[src/rtl/conv_window_feeder_if.sv]
// rtl/conv_window_feeder_if.sv - pixel-in / window-out handshake bundle for conv_window_feeder
//
// Purpose: groups the pixel stream, the 5x5 window stream and the frame
// markers of conv_window_feeder into one interface.
// Signals:
//   in_data/in_valid/in_ready                      raster pixel stream into the feeder
//   win_data/win_valid/win_ready/win_first/win_last window stream to the compute unit
//   frame_done                                     one-cycle end-of-frame pulse
//   result_valid/result_last                       only with FEEDER_RESULT_ALIGN_EN defined
// Modports: master = feeder side, slave = pixel source / window consumer side.
interface conv_window_feeder_if #(
  parameter int DATA_WIDTH = 16,
  parameter int TAPS       = 25
);
  logic [DATA_WIDTH-1:0]      in_data;
  logic                       in_valid;
  logic                       in_ready;
  logic [TAPS*DATA_WIDTH-1:0] win_data;
  logic                       win_valid;
  logic                       win_ready;
  logic                       win_first;
  logic                       win_last;
  logic                       frame_done;
`ifdef FEEDER_RESULT_ALIGN_EN
  logic                       result_valid;
  logic                       result_last;

  modport master (
    input  in_data, in_valid, win_ready,
    output in_ready, win_data, win_valid, win_first, win_last, frame_done,
           result_valid, result_last
  );
  modport slave (
    output in_data, in_valid, win_ready,
    input  in_ready, win_data, win_valid, win_first, win_last, frame_done,
           result_valid, result_last
  );
`else
  modport master (
    input  in_data, in_valid, win_ready,
    output in_ready, win_data, win_valid, win_first, win_last, frame_done
  );
  modport slave (
    output in_data, in_valid, win_ready,
    input  in_ready, win_data, win_valid, win_first, win_last, frame_done
  );
`endif
endinterface

[src/rtl/conv_window_feeder.sv]
// rtl/conv_window_feeder.sv - 5x5 sliding-window producer for the convolution datapath
//
// Purpose: takes a raster-order pixel stream, keeps four line buffers and a
// 5x5 register window, and emits one full window (25 pixels in parallel) per
// valid output position (stride 1, no padding) with valid/ready flow control.
// Ports:
//   clk                 single clock, posedge
//   rst                 synchronous active-high reset
//   bus.in_data/in_valid/in_ready               pixel stream (in_ready = !win_valid || win_ready)
//   bus.win_data/win_valid/win_ready            window; slice k = 5*row + col, row 0 oldest, col 0 leftmost
//   bus.win_first/win_last                      first / last window of the frame
//   bus.frame_done                              pulse the cycle after the last pixel of a frame
//   bus.result_valid/result_last                window / last-window handshakes delayed by
//                                               MAC_LATENCY cycles (FEEDER_RESULT_ALIGN_EN only)
// Optional feature macro: FEEDER_RESULT_ALIGN_EN
module conv_window_feeder #(
  parameter int DATA_WIDTH    = 16,
  parameter int FILTER_WIDTH  = 5,
  parameter int INPUT_WIDTH   = 32,
  parameter int INPUT_HEIGTH  = 32,
  parameter int OUTPUT_WIDTH  = 28,
  parameter int OUTPUT_HEIGTH = 28,
  parameter int MAC_LATENCY   = 6
) (
  input  logic                 clk,
  input  logic                 rst,
  conv_window_feeder_if.master bus
);
  localparam int TAPS  = FILTER_WIDTH * FILTER_WIDTH;
  localparam int LINES = FILTER_WIDTH - 1;
  localparam int COL_W = (INPUT_WIDTH > 1) ? $clog2(INPUT_WIDTH) : 1;
  localparam int ROW_W = (INPUT_HEIGTH > 1) ? $clog2(INPUT_HEIGTH) : 1;

  localparam logic [COL_W-1:0] COL_LAST = COL_W'(INPUT_WIDTH - 1);
  localparam logic [ROW_W-1:0] ROW_LAST = ROW_W'(INPUT_HEIGTH - 1);
  // Input position whose acceptance completes the first / last window.
  localparam logic [COL_W-1:0] COL_WIN0 = COL_W'(FILTER_WIDTH - 1);
  localparam logic [ROW_W-1:0] ROW_WIN0 = ROW_W'(FILTER_WIDTH - 1);
  localparam logic [COL_W-1:0] COL_WINL = COL_W'(OUTPUT_WIDTH + FILTER_WIDTH - 2);
  localparam logic [ROW_W-1:0] ROW_WINL = ROW_W'(OUTPUT_HEIGTH + FILTER_WIDTH - 2);

  generate
    if (FILTER_WIDTH != 5) begin : g_bad_filter
      $error("conv_window_feeder supports only FILTER_WIDTH = 5");
    end
    if ((OUTPUT_WIDTH != INPUT_WIDTH - FILTER_WIDTH + 1) ||
        (OUTPUT_HEIGTH != INPUT_HEIGTH - FILTER_WIDTH + 1)) begin : g_bad_output
      $error("conv_window_feeder OUTPUT_* must equal INPUT_* - FILTER_WIDTH + 1");
    end
    if (MAC_LATENCY < 1) begin : g_bad_latency
      $error("conv_window_feeder MAC_LATENCY must be at least 1");
    end
  endgenerate

  typedef logic [DATA_WIDTH-1:0] pix_t;

  pix_t                       lb_q  [LINES][INPUT_WIDTH];
  pix_t                       lb_d  [LINES][INPUT_WIDTH];
  pix_t                       win_q [TAPS];
  pix_t                       win_d [TAPS];
  logic [COL_W-1:0]           col_q, col_d;
  logic [ROW_W-1:0]           row_q, row_d;
  logic [TAPS*DATA_WIDTH-1:0] win_data_q, win_data_d;
  logic                       win_valid_q, win_valid_d;
  logic                       win_first_q, win_first_d;
  logic                       win_last_q, win_last_d;
  logic                       frame_done_q, frame_done_d;

  logic in_ready;
  logic accept;
  logic load;

  // Gated by rst so no pixel can slip in while a stale window is being cleared.
  assign in_ready = !rst && (!win_valid_q || bus.win_ready);
  assign accept   = bus.in_valid && in_ready;
  // Pixels left of / above the first full window only prime the buffers.
  assign load     = accept && (row_q >= ROW_WIN0) && (col_q >= COL_WIN0);

  always_comb begin
    col_d        = col_q;
    row_d        = row_q;
    lb_d         = lb_q;
    win_d        = win_q;
    win_data_d   = win_data_q;
    win_first_d  = win_first_q;
    win_last_d   = win_last_q;
    win_valid_d  = win_valid_q && !bus.win_ready;
    frame_done_d = 1'b0;

    if (accept) begin
      for (int r = 0; r < FILTER_WIDTH; r++) begin
        for (int c = 0; c < FILTER_WIDTH - 1; c++) begin
          win_d[r*FILTER_WIDTH + c] = win_q[r*FILTER_WIDTH + c + 1];
        end
      end
      // New right column, oldest line on top, incoming pixel at the bottom.
      for (int r = 0; r < LINES; r++) begin
        win_d[r*FILTER_WIDTH + FILTER_WIDTH - 1] = lb_q[LINES-1-r][col_q];
      end
      win_d[TAPS-1] = bus.in_data;

      for (int i = LINES - 1; i > 0; i--) begin
        lb_d[i][col_q] = lb_q[i-1][col_q];
      end
      lb_d[0][col_q] = bus.in_data;

      if (col_q == COL_LAST) begin
        col_d = '0;
        if (row_q == ROW_LAST) begin
          row_d        = '0;
          frame_done_d = 1'b1;
        end else begin
          row_d = row_q + 1'b1;
        end
      end else begin
        col_d = col_q + 1'b1;
      end

      if (load) begin
        win_valid_d = 1'b1;
        for (int k = 0; k < TAPS; k++) begin
          win_data_d[k*DATA_WIDTH +: DATA_WIDTH] = win_d[k];
        end
        win_first_d = (row_q == ROW_WIN0) && (col_q == COL_WIN0);
        win_last_d  = (row_q == ROW_WINL) && (col_q == COL_WINL);
      end
    end
  end

  always_ff @(posedge clk) begin
    if (rst) begin
      col_q        <= '0;
      row_q        <= '0;
      win_data_q   <= '0;
      win_valid_q  <= 1'b0;
      win_first_q  <= 1'b0;
      win_last_q   <= 1'b0;
      frame_done_q <= 1'b0;
      for (int k = 0; k < TAPS; k++) begin
        win_q[k] <= '0;
      end
    end else begin
      col_q        <= col_d;
      row_q        <= row_d;
      win_data_q   <= win_data_d;
      win_valid_q  <= win_valid_d;
      win_first_q  <= win_first_d;
      win_last_q   <= win_last_d;
      frame_done_q <= frame_done_d;
      win_q        <= win_d;
    end
  end

  // Line buffer contents are never reset; stale rows are overwritten before
  // they can reach a window.
  always_ff @(posedge clk) begin
    lb_q <= lb_d;
  end

  assign bus.in_ready   = in_ready;
  assign bus.win_data   = win_data_q;
  assign bus.win_valid  = win_valid_q;
  assign bus.win_first  = win_first_q;
  assign bus.win_last   = win_last_q;
  assign bus.frame_done = frame_done_q;

`ifdef FEEDER_RESULT_ALIGN_EN
  logic [MAC_LATENCY-1:0] res_valid_q, res_valid_d;
  logic [MAC_LATENCY-1:0] res_last_q, res_last_d;

  // Handshake events enter the delay line in the cycle they occur.
  always_comb begin
    res_valid_d = MAC_LATENCY'({res_valid_q, win_valid_q && bus.win_ready});
    res_last_d  = MAC_LATENCY'({res_last_q, win_valid_q && win_last_q && bus.win_ready});
  end

  always_ff @(posedge clk) begin
    if (rst) begin
      res_valid_q <= '0;
      res_last_q  <= '0;
    end else begin
      res_valid_q <= res_valid_d;
      res_last_q  <= res_last_d;
    end
  end

  assign bus.result_valid = res_valid_q[MAC_LATENCY-1];
  assign bus.result_last  = res_last_q[MAC_LATENCY-1];
`endif
endmodule
[src/flat_wrapper.sv]
// flat-port wrapper written by rule: the top's interface ports become plain ports
module conv_window_feeder_flat 
#(
  parameter int DATA_WIDTH    = 16,
  parameter int FILTER_WIDTH  = 5,
  parameter int INPUT_WIDTH   = 32,
  parameter int INPUT_HEIGTH  = 32,
  parameter int OUTPUT_WIDTH  = 28,
  parameter int OUTPUT_HEIGTH = 28,
  parameter int MAC_LATENCY   = 6
)
  (clk, rst, bus_in_data, bus_in_valid, bus_win_ready, bus_in_ready, bus_win_data, bus_win_valid, bus_win_first, bus_win_last, bus_frame_done);
  conv_window_feeder_if #(.DATA_WIDTH(DATA_WIDTH)) bus_i ();
  input  logic clk;
  input  logic rst;
  input wire logic [$bits(bus_i.in_data)-1:0] bus_in_data;
  input wire logic [$bits(bus_i.in_valid)-1:0] bus_in_valid;
  input wire logic [$bits(bus_i.win_ready)-1:0] bus_win_ready;
  output wire logic [$bits(bus_i.in_ready)-1:0] bus_in_ready;
  output wire logic [$bits(bus_i.win_data)-1:0] bus_win_data;
  output wire logic [$bits(bus_i.win_valid)-1:0] bus_win_valid;
  output wire logic [$bits(bus_i.win_first)-1:0] bus_win_first;
  output wire logic [$bits(bus_i.win_last)-1:0] bus_win_last;
  output wire logic [$bits(bus_i.frame_done)-1:0] bus_frame_done;
  assign bus_i.in_data = bus_in_data;
  assign bus_i.in_valid = bus_in_valid;
  assign bus_i.win_ready = bus_win_ready;
  assign bus_in_ready = bus_i.in_ready;
  assign bus_win_data = bus_i.win_data;
  assign bus_win_valid = bus_i.win_valid;
  assign bus_win_first = bus_i.win_first;
  assign bus_win_last = bus_i.win_last;
  assign bus_frame_done = bus_i.frame_done;
  conv_window_feeder #(.DATA_WIDTH(DATA_WIDTH), .FILTER_WIDTH(FILTER_WIDTH), .INPUT_WIDTH(INPUT_WIDTH), .INPUT_HEIGTH(INPUT_HEIGTH), .OUTPUT_WIDTH(OUTPUT_WIDTH), .OUTPUT_HEIGTH(OUTPUT_HEIGTH), .MAC_LATENCY(MAC_LATENCY)) u_core (.clk(clk), .rst(rst), .bus(bus_i));
endmodule
[config.mk]
export PLATFORM = sky130hd
export DESIGN_NAME = conv_window_feeder_flat
export DESIGN_NICKNAME = d
export VERILOG_FILES = /design/src/rtl/conv_window_feeder_if.sv /design/src/rtl/conv_window_feeder.sv /design/src/flat_wrapper.sv
export SDC_FILE = /design/constraint.sdc
export NUM_CORES = 2
export LEC_CHECK = 0
export CAP_MARGIN = 5
export CORE_ASPECT_RATIO = 1.5
export CORE_MARGIN = 2
export CORE_UTILIZATION = 50
export CTS_BUF_LIST = sky130_fd_sc_hd__clkbuf_2
export CTS_CLUSTER_DIAMETER = 50
export DETAILED_ROUTE_END_ITERATION = 10
export GPL_TIMING_DRIVEN = 1
export PLACE_DENSITY = 0.68
export SYNTH_ARGS = -nofsm -noshare
export SYNTH_HDL_FRONTEND = slang
export SYNTH_SLANG_ARGS = --single-unit
[constraint.sdc]
create_clock -name clk -period 9.4 [get_ports clk]
set_input_delay 2.82 -clock clk [delete_from_list [all_inputs] [get_ports clk]]
set_output_delay 2.82 -clock clk [all_outputs]
set_load 0.02 [all_outputs]
==> After elaboration in Yosys (flattened, before gate mapping) <==
Cells that the tools add are included.
{ "classes": {"eq_ne": 4, "order_cmp": 4, "n_addsub": 2, "muxes": 23, "bitwise_logic": 3, "n_reduce_logical": 15} }
{ "ops": {"columns": ["operator", "n"], "rows": [
  ["512-bit bitwise mux", 4],
  ["16-bit binary-select mux with 5-bit select", 4],
  ["16-bit 2-to-1 mux", 9],
  ["16-bit demux with 5-bit select", 1],
  ["5-bit by 1-bit adder with 5-bit output, second input constant", 2],
  ["5-bit by 3-bit equality test with 1-bit output, second input constant", 2],
  ["5-bit equality test, second input constant", 2],
  ["5-bit by 3-bit >= comparator with 1-bit output, second input constant", 2],
  ["5-bit 2-to-1 mux", 2],
  ["1-bit logical AND", 8],
  ["6-bit >= comparator, second input constant", 1],
  ["6-bit by 1-bit < comparator with 1-bit output, second input constant", 1],
  ["5-bit inverter with 6-bit output", 1],
  ["2-bit AND reduction", 2],
  ["1-bit logical NOT", 3],
  ["1-bit 2-to-1 mux", 3],
  ["3-bit OR reduction", 1],
  ["1-bit inverter", 2],
  ["1-bit logical OR", 1]
]} }
{ "word_totals": {"reg_bits": 2782, "inputBits": 20, "wordCells": 206, "output_inout_bits": 405} }

==> Depth between registers and ports, before layout <==
{ "logic_depth": {"depth_word": 8, "mapped_depth": 10} }

==> Least setup slack after synthesis <==
Ideal clock, no wire load.
{ "synth_path": {"path_type": "input-to-reg", "start": "input bus_win_ready", "end": "register u_core.lb_q[1296] (netlist name) (enable)", "required_time_ps": 8836, "arrival_ps": 8182, "slack_ps": 654, "n_path_buf": 2, "setup_ps": 564, "path_stages": 6, "cell_sequence": "nand2b_1 -> and3_1 -> clkbuf_1 -> clkbuf_1 -> nand2_1 -> nor3_1"} }
{ "synth_between": {"elab_chain_cells": 3} }
{ "synth_rtl": {"columns": ["item", "line", "rtl"], "rows": [
  ["from (decl)", "flat_wrapper.sv:18", "input wire logic [$bits(bus_i.win_ready)-1:0] bus_win_ready;"],
  ["1-bit logical OR", "conv_window_feeder.sv:74", "assign in_ready = !rst && (!win_valid_q || bus.win_ready);"],
  ["1-bit logical AND", "conv_window_feeder.sv:74", null],
  ["1-bit logical AND", "conv_window_feeder.sv:75", "assign accept = bus.in_valid && in_ready;"],
  ["to (signal assigned)", "conv_window_feeder.sv:157", "lb_q <= lb_d;"],
  ["to (decl)", "conv_window_feeder.sv:57", "pix_t lb_q [LINES][INPUT_WIDTH];"]
]} }
No other way between the ends.
A chain may end at the register's enable or synchronous reset.

==> Final worst setup path <==
{ "layout_path": {"start": "input rst", "end": "output bus_in_ready"} }
{ "layout_between": {"elab_chain_cells": 2} }
{ "layout_rtl": {"columns": ["item", "line", "rtl"], "rows": [
  ["from (decl)", "flat_wrapper.sv:15", "input logic rst;"],
  ["1-bit logical NOT", "conv_window_feeder.sv:74", null],
  ["1-bit logical AND", "conv_window_feeder.sv:74", null],
  ["to (decl)", "flat_wrapper.sv:19", "output wire logic [$bits(bus_i.in_ready)-1:0] bus_in_ready;"]
]} }
No other way between the ends.

==> flow_summary.ini <==
[clocking]
path_clk_slew_ns = 0.10
cts_inserted_buffers = 618
clock_sinks = 2782
cts_hold_buf = 0
cts_tree = done
cts.path.max_buffers = 4
clock_latency_ns = 1.71
post_cts_resized = 0
post_cts_buffers = 0
root_buffer = clkbuf_2
h-tree-depth = 6

[logic_synthesis]
synth_edf_count = 2048
syn-num-nets = 7172
synth_seq_area_share_pct = 73.9
async_flop_share_pct = 0
postSynthAreaPerCell_um2 = 14.4
ys_types = 43
yosys_most_used_dff = edfxtp_1
synth_area_mm2 = 0.103
synth-seq-cells = 2782
synthCells = 7144
yosysWarnings = 0

[worst_setup_path]
crit_path_start_kind = primary input
max_stage_delay_ns = 0.53
crit_slowest_cell = clkdlybuf4s50_1
reg2reg_depth = 6
cp_cell_sequence = buf_8 > inv_8 > and2_1 > clkdlybuf4s50_1
cp_max_fo = 120
cp-end-kind = primary output
critPathKind = in2out
r2r_end = u_core.win_q[160]$_SDFFE_PP0P_
critPathBufInv = 3
rrSetupSlack_ns = 4.00
worstReg2RegStart = u_core.col_q[2]$_SDFFE_PP0P_
cp.required_ns = 6.58
cp_top_family = buffers and inverters
cp.arrival_ns = 4.75

[timing]
period_minus_slack_ns = 7.57
hold_viol = 0
timing.fmax_mhz = 132
clock_skew_ns = 0.207
slew_violations = 0
worst_slew_pin_slew_ns = 1.33
rsz0062_at_grt = no
max_slew_margin_pct = 11.2
setup-tns-final_ns = 0
timing.final.crit_share_pct = 80.5
setup_viol = 0

[die]
die_height_um = 560
die_w_um = 375
start_util_pct = 50.2
row_count = 204
boundaryPins = 425
core_mm2 = 0.205
die_area_mm2 = 0.210

[layout]
fill_cells = 16500
finalNetCount = 7905
final_core_util_pct = 56.5
syn2layout_area_growth_pct = 12.5
drive_gt1_share_pct = 15.2

[global_routing]
grt_pass1_vias = 62700
gr-total-overflow = 0
grt_start_max_net_pins = 195
track_usage_pct = 25.7
antenna_found_initial = 19
grt_pass1_wl_um = 402000

[placement]
dp_hpwl_um = 155000
io_buffers = 424
gp_congestion = 0.826

[power]
p_leak_nw = 38.3
worst_ir_drop_vdd_v = 0.000116
powerDensity_mw_per_mm2 = 192

[drt]
dr.pass1.iters = 9
first_iter_violations = 6172
drc = 0
ant_nets = 0
num_vias = 63700
vias_per_cell = 5.78
drt-total-wl_um = 278000
wl_per_cell_um = 25.2

[job]
cap_viol_max_count = 0

[hold_path]
hold_depth = 2
hold_class = reg2reg
min_to = u_core.win_q[370]$_SDFFE_PP0P_
hold_start = u_core.win_q[354]$_SDFFE_PP0P_

[run_status]
outcome = finished clean
## cells in the final DEF, fill, tap and decap left out, types with 23 or more instances in the layout
master,count
nor2_1,69
a311oi_1,45
or4_1,34
nor2_4,28
a21oi_1,363
nor4_1,90
clkbuf_2,931
edfxtp_1,2048
dfxtp_1,733
clkinv_1,97
nand2_1,1241
nor2b_1,48
mux2i_1,1024
mux2_2,48
clkdlybuf4s50_1,422
nand3_1,280
buf_4,138
buf_12,23
o22ai_1,507
o21ai_0,26
## how the worst max path moves through the flow
stage	start	endpoint	slack [ns]	cells past startpoint
2_1_floorplan	bus_win_ready	u_core.lb_q[1296]$_DFFE_PP_	0.65	6
3_3_place_gp	rst	bus_in_ready	1.90	4
6_report	rst	bus_in_ready	1.83	4
3_5_place_dp	rst	bus_in_ready	1.90	4
4_1_cts	rst	bus_in_ready	1.90	4
5_1_grt	rst	bus_in_ready	1.73	4
## cells by family (layout without fill, tap and decap cells)
kind of cell	count (synthesis)	count (layout)	synth area share, %
flip-flops	2782	2782	73.9
AND/OR/NAND/NOR	1839	1839	7.70
multiplexers	1072	1072	10.5
AO/OA/AOI/OAI	964	964	5.54
buffers and inverters	479	1673	2.31
adder cells (fa/ha/maj)	8	8	0.0971
other	0	8	0
## cell usage after synthesis (3+ instances only)
library cell,n,area [um^2]
buf_4,31,233
o22ai_2,5,62.6
nand4b_1,4,35.0
nor2_1,97,364
a311oi_1,45,394
nor4_1,91,569
o21ai_1,10,50.1
mux2i_1,1024,10200
nand4bb_1,6,67.6
nand3_1,281,1410
nor3_1,6,30.0
buf_6,21,236
clkbuf_1,165,619
edfxtp_1,2048,61500
o21ai_0,26,130
a311oi_2,3,45.0
dfxtp_1,734,14700
nor2b_1,48,300
a21oi_1,363,1820
buf_1,10,37.5
mux2_2,48,541
o22ai_1,507,3170
and3_1,4,25.0
nor4_2,6,75.1
or4_1,35,263
inv_1,5,18.8
buf_2,247,1240
ha_1,8,100
nand2_1,1246,4680
or4b_1,3,30.0
## power by group
part | internal [mW] | leakage, nW | total (mW) | switching, mW
Combinational | 0.345 | 9.50 | 1.20 | 0.858
Clock | 3.11 | 4.40 | 7.62 | 4.52
Sequential | 13.4 | 24.4 | 13.5 | 0.0776
Total | 16.9 | 38.3 | 22.3 | 5.45
## cell type report
class                   instances  area (um^2)  area share [%]
clock inverters               150         1080           0.929
diodes                          8         20.0          0.0173
well taps                    2678         3350            2.89
repair buffers                587         5760            4.96
flip-flops and latches       2782        76200            65.7
multi-input cells            3883        25000            21.5
inverters                       5         26.3          0.0226
clock buffers                 931         4660            4.02
## through the flow
| step | setup WS (ns) | hold slack [ns] | cell area (um^2) | total power [mW] | cells |
|---|---|---|---|---|---|
| floorplan | 0.654 | 0.427 | 103000 | 14.5 | 7144 |
| global placement | 1.90 | 0.437 | 110000 | 14.9 | 9933 |
| detailed placement | 1.90 | 0.443 | 110000 | 15.0 | 9933 |
| CTS | 1.90 | 0.374 | 116000 | 22.5 | 11000 |
| global route | 1.73 | 0.418 | 116000 | 23.2 | 11000 |
| finish | 1.83 | 0.392 | 116000 | 22.3 | 11000 |
## state kept, by name, indices dropped and copies added, names as in the netlist
name	count
u_core.bus.win_data	400
u_core.row_q	5
u_core.bus.win_valid	1
u_core.col_q	5
u_core.lb_q	2048
u_core.bus.frame_done	1
u_core.bus.win_first	1
u_core.win_q	320
u_core.bus.win_last	1
## worst register-to-register path, stage by stage, from the launching register on
cell and delay [ns]:
dfxtp_1 1.13, or4_4 0.81, buf_4 0.62, o22ai_1 0.23
nor4_1 0.81, nand2_1 1.03, mux2_2 0.66
## per-layer routing
metal / global-route usage [%] / share of wire [%]
met2: 45.1 / 51
met1: 31.9 / 38
met4: 9.63 / 3.4
met5: 0 / 0.011
met3: 4.35 / 7.6
Note: power is estimated with default switching activity, not from simulation.
